## src/rtl/ps2_host_tx.sv

```systemverilog
// PS/2 host-to-device transmitter: inhibit, request-to-send, 8 data bits,
// odd parity, stop, ACK check and timeout on two open-drain lines.
// Ports:
//   i_clk, i_reset      system clock, async active-high reset
//   i_PS2Clk, i_PS2Data raw pad values (asynchronous, synchronised here)
//   i_data, i_start     command byte and 1-cycle request (IDLE only)
//   o_PS2Clk_oe         1 = pull PS/2 clock low
//   o_PS2Data_oe        1 = pull PS/2 data low
//   o_busy              high in every state except IDLE
//   o_done, o_error     end-of-transaction pulse; error = NACK or timeout
module ps2_host_tx #(
  parameter int CLK_FREQ_HZ    = 100_000_000,
  parameter int INHIBIT_CYCLES = CLK_FREQ_HZ / 10_000,
  parameter int TIMEOUT_CYCLES = CLK_FREQ_HZ / 50
) (
  input  logic       i_clk,
  input  logic       i_reset,
  input  logic       i_PS2Clk,
  input  logic       i_PS2Data,
  input  logic [7:0] i_data,
  input  logic       i_start,
  output logic       o_PS2Clk_oe,
  output logic       o_PS2Data_oe,
  output logic       o_busy,
  output logic       o_done,
  output logic       o_error
);

  localparam int IW =
    (INHIBIT_CYCLES > 1) ? $clog2(INHIBIT_CYCLES) : 1;
  localparam int TW =
    (TIMEOUT_CYCLES > 1) ? $clog2(TIMEOUT_CYCLES) : 1;

  localparam logic [IW-1:0] INH_LAST = IW'(INHIBIT_CYCLES - 1);
  localparam logic [TW-1:0] TMO_LAST = TW'(TIMEOUT_CYCLES - 1);

  localparam logic [2:0] S_IDLE     = 3'd0;
  localparam logic [2:0] S_INHIBIT  = 3'd1;
  localparam logic [2:0] S_REQ      = 3'd2;
  localparam logic [2:0] S_SEND     = 3'd3;
  localparam logic [2:0] S_ACK      = 3'd4;
  localparam logic [2:0] S_WAITIDLE = 3'd5;
  localparam logic [2:0] S_DONE     = 3'd6;

  logic [2:0]    r_state;
  logic [9:0]    r_frame;
  logic [IW-1:0] r_icnt;
  logic [TW-1:0] r_tcnt;
  logic [3:0]    r_bcnt;
  logic          r_clk_oe;
  logic          r_data_oe;
  logic          r_error;

  logic r_clk_s1;
  logic r_clk_s2;
  logic r_clk_prev;
  logic r_data_s1;
  logic r_data_s2;
  logic w_fall;

  // Idle lines are high, so the synchronisers reset to 1 to avoid
  // reporting a spurious falling edge after reset.
  always_ff @(posedge i_clk or posedge i_reset) begin
    if (i_reset) begin
      r_clk_s1   <= 1'b1;
      r_clk_s2   <= 1'b1;
      r_clk_prev <= 1'b1;
      r_data_s1  <= 1'b1;
      r_data_s2  <= 1'b1;
    end else begin
      r_clk_s1   <= i_PS2Clk;
      r_clk_s2   <= r_clk_s1;
      r_clk_prev <= r_clk_s2;
      r_data_s1  <= i_PS2Data;
      r_data_s2  <= r_data_s1;
    end
  end

  assign w_fall = r_clk_prev & ~r_clk_s2;

  always_ff @(posedge i_clk or posedge i_reset) begin
    if (i_reset) begin
      r_state   <= S_IDLE;
      r_frame   <= '0;
      r_icnt    <= '0;
      r_tcnt    <= '0;
      r_bcnt    <= '0;
      r_clk_oe  <= 1'b0;
      r_data_oe <= 1'b0;
      r_error   <= 1'b0;
    end else begin
      case (r_state)
        S_IDLE: begin
          if (i_start) begin
            r_frame   <= {1'b1, ~^i_data, i_data};
            r_icnt    <= '0;
            r_error   <= 1'b0;
            r_clk_oe  <= 1'b1;
            r_data_oe <= 1'b0;
            r_state   <= S_INHIBIT;
          end
        end
        S_INHIBIT: begin
          if (r_icnt == INH_LAST) begin
            r_data_oe <= 1'b1;
            r_state   <= S_REQ;
          end else begin
            r_icnt <= r_icnt + 1'b1;
          end
        end
        S_REQ: begin
          // Start bit stays on data; device now owns the clock.
          r_clk_oe <= 1'b0;
          r_bcnt   <= '0;
          r_tcnt   <= '0;
          r_state  <= S_SEND;
        end
        S_SEND, S_ACK, S_WAITIDLE: begin
          // One budget covers the whole device-clocked phase.
          if (r_tcnt == TMO_LAST) begin
            r_clk_oe  <= 1'b0;
            r_data_oe <= 1'b0;
            r_error   <= 1'b1;
            r_state   <= S_DONE;
          end else begin
            r_tcnt <= r_tcnt + 1'b1;
            if (r_state == S_SEND) begin
              if (w_fall) begin
                r_data_oe <= ~r_frame[0];
                r_frame   <= {1'b0, r_frame[9:1]};
                r_bcnt    <= r_bcnt + 1'b1;
                if (r_bcnt == 4'd9) begin
                  r_state <= S_ACK;
                end
              end
            end else if (r_state == S_ACK) begin
              if (w_fall) begin
                r_error <= r_data_s2;
                r_state <= S_WAITIDLE;
              end
            end else begin
              if (r_clk_s2 && r_data_s2) begin
                r_state <= S_DONE;
              end
            end
          end
        end
        S_DONE: begin
          r_state <= S_IDLE;
        end
        default: begin
          r_state <= S_IDLE;
        end
      endcase
    end
  end

  assign o_PS2Clk_oe  = r_clk_oe;
  assign o_PS2Data_oe = r_data_oe;
  assign o_busy       = (r_state != S_IDLE);
  assign o_done       = (r_state == S_DONE);
  assign o_error      = r_error;

endmodule

```

## config.mk

```make
export PLATFORM = sky130hd
export DESIGN_NAME = ps2_host_tx
export DESIGN_NICKNAME = d
export VERILOG_FILES = /design/src/rtl/ps2_host_tx.sv
export SDC_FILE = /design/constraint.sdc
export NUM_CORES = 1
export LEC_CHECK = 0
export BUFFER_PORTS_ARGS = -buffer_cell sky130_fd_sc_hd__buf_2
export CORE_MARGIN = 2
export CORE_UTILIZATION = 55
export CTS_BUF_LIST = sky130_fd_sc_hd__clkbuf_4 sky130_fd_sc_hd__clkbuf_8 sky130_fd_sc_hd__clkbuf_16
export CTS_CLUSTER_DIAMETER = 50
export DETAILED_ROUTE_END_ITERATION = 10
export PLACE_DENSITY = 0.73
export RECOVER_POWER = 100
export SYNTH_ARGS = -nofsm -noshare
export SYNTH_HDL_FRONTEND = slang
export SYNTH_SLANG_ARGS = --single-unit
```

## constraint.sdc

```tcl
create_clock -name i_clk -period 2.5 [get_ports i_clk]
set_input_delay 0.125 -clock i_clk [delete_from_list [all_inputs] [get_ports i_clk]]
set_output_delay 0.125 -clock i_clk [all_outputs]
set_load 0.01 [all_outputs]
```

### Word-level counts from Yosys, hierarchy flattened

Cells that the tools add are included.

* register bits: 60
* latch bits: 0
* memories kept: 0
* logic and storage cells: 99
* output and inout bits: 5
* ROM bits: 0
* RAM bits: 0
* input bits: 13

* $mul: 0
* bitwise gates (word level): 3
* muxes and demuxes: 38
* reductions and logical operators: 18
* divide/modulo/power cells: 0
* eq/ne operators: 24
* $lt $le $gt $ge: 0
* shift operators: 0
* add/subtract/negate cells: 3

Operators with widths (number)
* 21-bit case mux with 2 select lines: 1
* 10-bit 2-to-1 mux: 4
* 14-bit 2-to-1 mux: 2
* 14-bit case mux with 2 select lines: 1
* 3-bit 2-to-1 mux: 9
* 21-bit by 1-bit adder with 21-bit output (second input constant): 1
* 21-bit == test (second input constant): 1
* 21-bit 2-to-1 mux: 1
* 10-bit case mux with 2 select lines: 1
* 5-bit AND reduction: 3
* 14-bit by 1-bit adder with 14-bit output (second input constant): 1
* 14-bit == test (second input constant): 1
* 2-bit != test (second input constant): 7
* 4-bit 2-to-1 mux: 3
* 3-bit != test (second input constant): 4
* 4-bit != test (second input constant): 3
* 3-bit case mux with 4 select lines: 1
* 1-bit 2-to-1 mux: 11
* 3-bit == test (second input constant): 3
* 3-bit nonzero test: 3
* 4-bit case mux with 2 select lines: 1
* 8-bit XNOR reduction: 1
* 3-bit by 2-bit == test with 1-bit output (second input constant): 2
* 1-bit case mux with 3 select lines: 2
* other kinds (15): 19

### Longest topological paths before layout

Gate-level depths: netlist of run 1.

* word-level depth: 7
* gate-level depth with buffers: 9
* depth with buffers taken out: 7

### Least setup slack after synthesis of run 1

No wires, ideal clock.

* path type: reg-to-reg
* from: register r_tcnt[8]
* to: register r_frame[8]
* data required time: 2.374 ns
* data arrival time: 2.128 ns
* path buffers: 2
* clock period less this slack: 2.254 ns
* slack: 0.246 ns
* library setup time: 0.126 ns
* stages on the path, launching flop included: 9
* cells stage by stage: dfrtp_1 -> or4_1 -> nor4_4 -> a41oi_2 -> a21o_1 -> buf_2 -> buf_2 -> nor2_1 -> a21oi_1

* word-level cells in the longest chain between the ends: 3

RTL lines
* start, declared: line 48 `logic [TW-1:0] r_tcnt;`
* start signal, assigned: line 126 `r_tcnt <= r_tcnt + 1'b1;`
* 21-bit == test: line 120 `if (r_tcnt == TMO_LAST) begin`
* 2-bit != test (no source line)
* 5-bit AND reduction (no source line)
* end signal, assigned: line 95 `r_frame <= {1'b1, ~^i_data, i_data};`
* end signal, assigned: line 130 `r_frame <= {1'b0, r_frame[9:1]};`
* end, declared: line 46 `logic [9:0] r_frame;`

Every way passes these cells.
A chain may end at the register's enable or synchronous reset.

### Final worst setup path of run 1

* from: register r_tcnt[8]
* to: register r_state[1]

* word-level cells in the longest chain between the ends: 3
* elaborated cells on any way between the ends: 8
* those cells by class: eq/ne (5); mux (2); reduce/logical (1)

RTL lines
* 21-bit == test (*): line 120
* 5-bit != test (no source line) (tied with other cells)
* 6-bit AND reduction (no source line) / 3-bit case mux with 4 select lines (equally long branches)
* end signal, assigned: line 116 `r_state <= S_SEND;`
* end signal, assigned: line 124 `r_state <= S_DONE;`
* end signal, assigned: line 133 `r_state <= S_ACK;`
* end, declared: line 45 `logic [2:0] r_state;`

Mark *: on every way between the ends. The rest lies on a longest branch, timed or not.

==> impl_metrics.csv, run 1 <==
group,metric,value,unit
status,run_status,"finished, final reports clean",
cts,numCtsBuffers,9,
cts,clock-root-buffer,"clkbuf_8",
critical_path,critPathMaxFanout,8,
cts,cts.sinks,60,
finish,diodes,0,
synthesis,postSynth.asyncResetShare,100.0,%
synthesis,synth_ff_type,"dfrtp_1",
critical_path,reg2regPathDepth,7,
global_route,grt_pass1_wl,10970,um
finish,nets,380,
global_route,grt-ovfl-total,0,
timing,fmax,428.3,MHz
finish,final_common_cell,"dfrtp_1",
cts,ctsHtreeMaxLevel,3,
routing,routed_via_density,5.743,
floorplan,fp.dieW,79.10,um
critical_path,r2r_end,"r_state[1]",
global_route,grt_pass1_vias,2373,
synthesis,synth-seq-cells,60,
timing,period_needed,2.335,ns
power_and_ir_drop,p_leak,1.624,nW
power_and_ir_drop,internal_power,0.001731,W
routing,drtIter0Drc,134,
worst_hold_path,hold_start,"i_data[3]",
placement,portBuffers,17,
job,drv_cap,0,
cts,clkTransAtPathRegs,0.07,ns
power_and_ir_drop,clkPwrFrac,51.2,%
timing,finalHoldViolations,0,
power_and_ir_drop,power_density,598.1,mW/mm^2
synthesis,synth_cells,333,
routing,post-route-drc-count,0,
synthesis,synth.avg_cell_area,9.314,sq um
synthesis,synth_enable_flop_cells,0,
power_and_ir_drop,power_frac_seq,45.7,%
cts,cts_tree,"done",
placement,finalWeightedCongestion,0.9240,
routing,antenna_left,0,
floorplan,die_y,79.10,um
timing,worst_slew_pin_slew,1.454,ns
floorplan,initial_utilization,56.68,%
finish,layout_common_cells,"dfrtp_1, nor2_1, nand2_1, xor2_1, nand3_1",
synthesis,ys.warnings.count,0,
power_and_ir_drop,switching_share,19.33,%
timing,rsz0062_at_grt,"false",
finish,area_growth,15.65,%
global_route,antenna_found_initial,0,
worst_hold_path,min_to,"r_frame[3]",
worst_hold_path,hold_path_depth,3,
floorplan,die_area,0.006256,sq mm
synthesis,synth_nets,350,
routing,num_vias,2527,
critical_path,worst_ep_arrival_time,2.59,ns
timing,slew_headroom,3.043,%
power_and_ir_drop,total_power,0.002146,W
routing,wl,6498,um
routing,firstDrtPassIters,4,
power_and_ir_drop,p_sw,0.0004146,W
timing,drv_slew,0,
synthesis,yosysSeqAreaShare,48.61,%
critical_path,r2r_start,"r_tcnt[8]",
critical_path,worstSetupPathType,"reg2reg",
cts,clockBufferDepth,2,
power_and_ir_drop,peakVddDrop,0.3804,mV
timing,setup_viol,0,
critical_path,cp-end-kind,"register",
global_route,grt_max_degree,61,
synthesis,synthesis.area,0.003102,sq mm
routing,wl_per_cell,14.77,um
floorplan,rows,27,
floorplan,core,0.005473,sq mm
timing,fin_setup_tns,0,ns
timing,period_share,93.40,%
worst_hold_path,worstHoldPathType,"in2reg",
placement,place_inst,422,
floorplan,io_pins,18,
synthesis,synthDistinctLibCells,50,
cts,clkLatencyLatePin,0.34,ns
timing,skew,0.01061,ns
critical_path,crit_required,2.76,ns
power_and_ir_drop,p_comb_share,3.1,%
placement,dp_hpwl,4457,um
global_route,track_usage,22.61,%
finish,instances_no_fill,440,
critical_path,crit_path_start_kind,"register",
critical_path,ff2ff_setup_slack,0.16,ns
finish,drive_gt1_share,13.04,%
worst max-delay path, cell delays in order, from the launching register on:
cell and delay (ns):
dfrtp_1 0.41, or4_1 0.58, nor4_4 0.33, and3_1 0.31, clkbuf_1 0.22, nor4_1 0.08, a211o_1 0.23, a21oi_1 0.11
how the worst max path moves through the flow:
stage	startpoint	end	slack, ns
after CTS	r_tcnt[11]	o_error	0.13
after detailed placement	r_tcnt[8]	o_error	0.14
after floorplan	r_tcnt[8]	r_frame[8]	0.25
after global placement	r_tcnt[8]	o_error	0.22
final	r_tcnt[8]	r_state[1]	0.16
after global routing	r_tcnt[11]	o_PS2Data_oe	0.01
cell type report:
type | instances | area, sq um
Clock buffer | 12 | 158.9
Clock inverter | 4 | 95.09
Fill cell | 457 | 1886
Inverter | 7 | 26.28
Multi-Input combinational cell | 252 | 1525
Sequential cell | 60 | 1508
Tap cell | 72 | 90.09
Timing Repair Buffer | 33 | 183.9
registers in the layout, indices dropped and copies added, names as in the netlist:
| signal | flops |
|---|---|
| o_PS2Clk_oe | 1 |
| o_PS2Data_oe | 1 |
| o_error | 1 |
| r_bcnt | 4 |
| r_clk_prev | 1 |
| r_clk_s1 | 1 |
| r_clk_s2 | 1 |
| r_data_s1 | 1 |
| r_data_s2 | 1 |
| r_frame | 10 |
| r_icnt | 14 |
| r_state | 3 |
| r_tcnt | 21 |
kinds of logic after synthesis:
logic type	count (synthesis)	share of synthesized area, %
adders and majority gates	4	1.614
xor gates and xnor gates	37	10.45
AOI/OAI and AO/OA	56	11.70
muxes	2	0.6454
and+or+nand+nor	153	24.28
DFF	60	48.61
buffers and inverters	21	2.703
timing repair:
action | in CTS | in global routing
hold endpoints to repair | 2 | 0
resized for setup | 0 | 2
setup buffers | 0 | 0
setup endpoints to repair | 0 | 2
hold buffers | 2 | 0
synthesized netlist by cell type (2+ instances only):
library cell	number	area [sq um]
clkbuf_1	10	37.54
nor3_1	6	30.03
and2_1	5	31.28
o21ai_0	10	50.05
a31oi_1	11	68.82
and4_1	3	26.28
dfstp_2	5	131.4
o31ai_1	2	15.01
and3_1	7	43.79
nand2_1	37	138.9
o21ai_1	2	10.01
mux2i_1	2	20.02
nor2_1	49	183.9
a21o_1	3	22.52
buf_2	4	20.02
o22ai_1	2	12.51
nor3b_1	3	22.52
nand3_1	17	85.08
xor2_1	22	192.7
a21oi_1	13	65.06
nand4_1	10	62.56
nand2b_1	3	18.77
ha_1	4	50.05
dfrtp_1	55	1376
or3_1	2	12.51
nor4b_1	2	17.52
xnor2_1	15	131.4
inv_1	6	22.52
nor2b_1	2	12.51
power groups by stage:
stage / Combinational, W / Clock [W] / Sequential (W)
floorplan: 0.0000431 / 0 / 0.000997
global placement: 0.0000666 / 0 / 0.000998
detailed placement: 0.0000666 / 0 / 0.000998
CTS: 0.0000692 / 0.00112 / 0.000980
global route: 0.0000770 / 0.00116 / 0.000979
finish: 0.0000665 / 0.00110 / 0.000980
routing by layer:
| metal | vias up | part of all wire [%] | track usage [%] |
|---|---|---|---|
| met2 | 59 | 48 | 35.76 |
| met1 | 1225 | 44 | 29.33 |
| met5 | - | 0 | 0 |
| met4 | 0 | 2.9 | 11.72 |
| li1 | 1224 | - | - |
| met3 | 19 | 4.5 | 4.886 |
through the flow:
stage | cell area [sq um] | utilization, % | hold WS (ns) | setup WS [ns]
floorplan | 3102 | - | 0.1295 | 0.2463
detailed placement | 3329 | 60.84 | 0.2311 | 0.1440
global route | 3587 | 65.55 | 0.04722 | 0.01362
CTS | 3603 | 65.84 | 0.02278 | 0.1266
finish | 3587 | 65.55 | 0.05568 | 0.1649
global placement | 3329 | 60.84 | 0.2295 | 0.2154
Note: power is estimated with default switching activity, not from simulation.
==> run 2, diff against run 1 <==
==> config.mk (replaced) <==
export PLATFORM = sky130hd
export DESIGN_NAME = ps2_host_tx
export DESIGN_NICKNAME = d
export VERILOG_FILES = /design/src/rtl/ps2_host_tx.sv
export SDC_FILE = /design/constraint.sdc
export NUM_CORES = 1
export LEC_CHECK = 0
export BUFFER_PORTS_ARGS = -buffer_cell sky130_fd_sc_hd__buf_2
export CELL_PAD_IN_SITES_DETAIL_PLACEMENT = 1
export CELL_PAD_IN_SITES_GLOBAL_PLACEMENT = 2
export CORE_MARGIN = 2
export CORE_UTILIZATION = 38
export CTS_BUF_LIST = sky130_fd_sc_hd__clkbuf_16
export CTS_CLUSTER_DIAMETER = 50
export DETAILED_ROUTE_END_ITERATION = 10
export PLACE_DENSITY_LB_ADDON = 0.1
export RECOVER_POWER = 100
export SYNTH_ARGS = -nofsm -noshare
export SYNTH_HDL_FRONTEND = slang
export SYNTH_SLANG_ARGS = --single-unit
==> run 2 against run 1 <==
Net effect: utilization down 19 points; flip-flop and latch count unchanged; sequential power about the same; setup slack gained 0.0060 ns; largest cell class unchanged; highest routed layer unchanged.
==> impl_metrics.csv, run 2 (same netlist as run 1, synthesis figures left out) <==
group,metric,value,unit
global_route,grt_pass1_vias,2643,
cts,numCtsBuffers,9,
routing,post-route-drc-count,0,
routing,drtIter0Drc,84,
placement,dp_hpwl,5315,um
worst_hold_path,hold_path_depth,3,
global_route,grt_pass1_wl,13100,um
cts,clkTransAtPathRegs,0.05,ns
cts,clkLatencyLatePin,0.33,ns
worst_hold_path,worstHoldPathType,"in2reg",
timing,drv_slew,0,
power_and_ir_drop,total_power,0.002109,W
floorplan,io_pins,18,
floorplan,die_y,94.35,um
placement,finalWeightedCongestion,0.8278,
critical_path,r2r_end,"r_frame[6]",
floorplan,die_area,0.008901,sq mm
global_route,track_usage,19.29,%
routing,num_vias,2529,
worst_hold_path,min_to,"r_frame[4]",
cts,clock-root-buffer,"clkbuf_16",
global_route,antenna_found_initial,0,
floorplan,core,0.007807,sq mm
timing,period_share,93.16,%
finish,largest_register_ffs,21,
timing,setup_viol,0,
critical_path,r2r_start,"r_tcnt[8]",
floorplan,fp.dieW,94.35,um
cts,cts_tree,"done",
timing,slew_headroom,17.43,%
critical_path,critPathMaxFanout,18,
finish,drive_gt1_share,11.56,%
power_and_ir_drop,peakVddDrop,0.3532,mV
timing,fmax,429.4,MHz
timing,worst_slew_pin_slew,1.238,ns
finish,final_common_cell,"dfrtp_1",
power_and_ir_drop,power_density,578.7,mW/mm^2
cts,ctsHtreeMaxLevel,3,
routing,wl_per_cell,15.55,um
timing,rsz0062_at_grt,"false",
critical_path,worst_ep_arrival_time,2.50,ns
timing,period_needed,2.329,ns
placement,portBuffers,17,
critical_path,worstSetupPathType,"reg2reg",
finish,post-route-util,46.68,%
floorplan,initial_utilization,39.73,%
finish,layout_common_cells,"dfrtp_1, nor2_1, nand2_1, xor2_1, nand3_1",
timing,finalHoldViolations,0,
critical_path,reg2regPathDepth,7,
finish,area_growth,17.51,%
global_route,grt_max_degree,33,
cts,clockBufferDepth,2,
finish,largest_register,"r_tcnt",
critical_path,cp-end-kind,"register",
routing,firstDrtPassIters,4,
timing,fin_setup_tns,0,ns
worst_hold_path,hold_start,"i_data[4]",
job,drv_cap,0,
global_route,grt-ovfl-total,0,
routing,antenna_left,0,
cts,cts.sinks,60,
critical_path,ff2ff_setup_slack,0.17,ns
routing,wl,7370,um
timing,skew,0.007606,ns
floorplan,rows,32,
routing,routed_via_density,5.335,
finish,nets,384,
status,run_status,"finished, final reports clean",
finish,reg_top3,"r_tcnt: 21 flops, r_icnt: 14 flops, r_frame: 10 flops",
critical_path,crit_required,2.67,ns
finish,diodes,0,
critical_path,crit_path_start_kind,"register",
power_and_ir_drop,p_leak,1.641,nW
## run 2: power breakdown
group / leakage (nW) / switching, W / internal, W
Clock: 0.132 / 0.000412 / 0.000645
Combinational: 0.724 / 0.0000421 / 0.0000276
Sequential: 0.785 / 0.00000197 / 0.000980
## run 2: worst max-delay path by stage
stage	to	slack (ns)	start	depth (start not counted)
after global placement	o_error	0.16	r_tcnt[8]	6
after detailed placement	o_error	0.05	r_tcnt[8]	6
after floorplan	r_frame[8]	0.25	r_tcnt[8]	8
final	r_frame[6]	0.17	r_tcnt[8]	7
after CTS	o_error	0.02	r_tcnt[8]	6
after global routing	r_frame[6]	0.03	r_tcnt[8]	7
## run 2: stage by stage
| stage | setup slack, ns | instance area, sq um | std cells | hold slack, ns |
|---|---|---|---|---|
| after floorplan | 0.2463 | 3102 | 333 | 0.1295 |
| after detailed placement | 0.04645 | 3374 | 453 | 0.04183 |
| final | 0.1709 | 3645 | 474 | 0.06476 |
| after global routing | 0.03129 | 3645 | 474 | 0.07651 |
| after CTS | 0.02167 | 3657 | 472 | 0.06034 |
| after global placement | 0.1650 | 3374 | 453 | 0.04172 |
## run 2: routing by layer
metal	vias to the layer above	part of all wire (%)	wire [um]	track usage (%)
li1	1230	-	-	-
met2	27	49	3597	31.96
met3	11	2.5	183	4.789
met5	-	0	0	0
met4	0	1.7	125	6.884
met1	1261	47	3463	24.59
## run 2: timing repair
action	4_1_cts	5_1_grt
resized for setup	0	2
buffers inserted	0	2
hold endpoints to repair	9	0
hold buffers	3	0
setup endpoints to repair	0	3
## run 2: layout make-up
class	instances	area, sq um
Fill cell	951	4163
Multi-Input combinational cell	252	1518
Sequential cell	60	1508
Clock buffer	9	225.2
Timing Repair Buffer	37	212.7
Tap cell	102	127.6
Clock inverter	7	27.53
Inverter	7	26.28
## run 2: critical path: stages, from the launching register on
cell	delay, ns
dfrtp_1	0.41
or4_1	0.59
nor4_4	0.22
buf_4	0.18
a41oi_1	0.15
a21o_1	0.41
nor2_1	0.17
a31oi_1	0.06
==> run 3, diff against run 2 <==
--- a/config.mk
+++ b/config.mk
@@ -13,6 +13,7 @@
 export CTS_BUF_LIST = sky130_fd_sc_hd__clkbuf_16
 export CTS_CLUSTER_DIAMETER = 50
 export DETAILED_ROUTE_END_ITERATION = 10
+export HOLD_SLACK_MARGIN = 0.1
 export PLACE_DENSITY_LB_ADDON = 0.1
 export RECOVER_POWER = 100
 export SYNTH_ARGS = -nofsm -noshare
==> run 3 against run 2 <==
Net effect: total power is 0.37% higher; global-route usage up 0.10 points; wire length rose by 0.75%; sequential power about the same; setup slack hardly changed; non-clock buffer count rose by 8.
==> impl_metrics.csv, run 3 (same netlist as run 1, synthesis figures left out) <==
group,metric,value,unit
global_route,antenna_found_initial,0,
finish,drive_gt1_share,11.32,%
global_route,track_usage,19.39,%
global_route,grt_pass1_wl,13180,um
finish,diodes,0,
finish,nets,392,
global_route,grt_pass1_vias,2668,
critical_path,cp-end-kind,"register",
routing,drtIter0Drc,79,
critical_path,path_cells,"or4_1 > nor4_4 > buf_4 > a41oi_1 > a21o_1 > nor2_1 > a31oi_1",
cts,clkTransAtPathRegs,0.05,ns
floorplan,fp.dieW,94.35,um
critical_path,cp_slowest_cell,"or4_1",
status,run_status,"finished, final reports clean",
critical_path,worstSetupPathType,"reg2reg",
timing,hold_ws,0.2699,ns
cts,cts.sinks,60,
routing,num_vias,2561,
floorplan,die_area,0.008901,sq mm
worst_hold_path,worstHoldPathType,"in2reg",
power_and_ir_drop,peakVddDrop,0.3528,mV
floorplan,die_y,94.35,um
cts,ctsHtreeMaxLevel,3,
finish,post-route-util,47.71,%
floorplan,io_pins,18,
finish,layout_common_cells,"dfrtp_1, nor2_1, nand2_1, xor2_1, nand3_1",
floorplan,rows,32,
power_and_ir_drop,p_leak,1.674,nW
routing,antenna_left,0,
timing,finalHoldViolations,0,
placement,dp_hpwl,5315,um
critical_path,crit_path_start_kind,"register",
cts,cts_tree,"done",
timing,drv_slew,0,
timing,setup_viol,0,
critical_path,crit_required,2.67,ns
timing,fmax,429.4,MHz
finish,largest_register,"r_tcnt",
critical_path,worst_ep_arrival_time,2.50,ns
cts,clkLatencyLatePin,0.33,ns
finish,reg_top3,"r_tcnt: 21 flops, r_icnt: 14 flops, r_frame: 10 flops",
routing,wl,7425,um
cts,clock-root-buffer,"clkbuf_16",
cts,clockBufferDepth,2,
critical_path,max_stage_delay,0.59,ns
finish,fillCellCount,941,
timing,fin_setup_tns,0,ns
timing,slew_headroom,19.06,%
cts,numCtsBuffers,9,
global_route,grt-ovfl-total,0,
timing,period_needed,2.329,ns
floorplan,initial_utilization,39.73,%
finish,largest_register_ffs,21,
finish,final_common_cell,"dfrtp_1",
timing,skew,0.007587,ns
timing,period_share,93.16,%
finish,area_growth,20.09,%
timing,worst_slew_pin_slew,1.214,ns
routing,routed_via_density,5.313,
placement,portBuffers,17,
routing,post-route-drc-count,0,
power_and_ir_drop,power_density,568.4,mW/mm^2
routing,wl_per_cell,15.40,um
timing,rsz0062_at_grt,"false",
routing,firstDrtPassIters,4,
placement,finalWeightedCongestion,0.8278,
global_route,grt_max_degree,33,
job,drv_cap,0,
floorplan,core,0.007807,sq mm
critical_path,critPathMaxFanout,18,
==> run 3: cell types whose count changed in the layout (fill, tap and decap cells not counted), sizes merged <==
cell and delta:
dlygate4sd3 +8
==> run 3: layout make-up <==
class / instances / area, sq um / share of cell area, %
Sequential cell: 60 / 1508 / 40.48
Multi-Input combinational cell: 252 / 1518 / 40.75
Timing Repair Buffer: 45 / 292.8 / 7.860
Inverter: 7 / 26.28 / 0.7054
Clock buffer: 9 / 225.2 / 6.046
Tap cell: 102 / 127.6 / 3.426
Clock inverter: 7 / 27.53 / 0.7390
==> run 3: report_power, final <==
part	internal, W	switching [W]
clock network	0.000645	0.000411
registers	0.000980	0.00000197
logic	0.0000358	0.0000436
==> run 3: worst max-delay path: cells and delay by family (launching register included) <==
family	cells	cell delay (ns)
buffers and inverters	1	0.18
AND/OR/NAND/NOR	3	0.98
AO/OA/AOI/OAI	3	0.62
flip-flops	1	0.41
==> run 3: what timing repair did <==
action                                 CTS  global route
gates resized for setup                  0             2
setup endpoints to repair                0             3
hold buffers                            11             0
buffers inserted                         0             2
endpoints found under the hold margin   65             0
==> run 3: metal layers <==
layer	track usage (%)	up-vias	share of wire, %
met1	24.64	1277	47
met5	0	-	0
met2	32.26	27	49
met4	6.884	0	1.7
met3	4.789	11	2.3
li1	-	1246	-
==> run 3: worst paths after layout <==
kind	from	endpoint	slack, ns	cells after the start
min in group asynchronous	i_reset	r_tcnt[6]	0.31	3
min reg2reg	r_data_s1	r_data_s2	0.36	0
max reg2reg	r_tcnt[8]	r_frame[6]	0.17	7
max in group asynchronous	i_reset	r_frame[0]	0.76	4
max	r_tcnt[8]	r_frame[6]	0.17	7
min	i_start	r_state[0]	0.27	5
==> run 3: per-stage QoR <==
stage                     worst slack, ns  power (W)  cells  area, sq um
after floorplan                    0.2463   0.001041    333         3102
after global placement             0.1650   0.001068    453         3374
after detailed placement          0.04645   0.001068    453         3374
after CTS                         0.02167   0.002155    480         3737
after global routing              0.03129   0.002205    482         3725
final                              0.1710   0.002117    482         3725
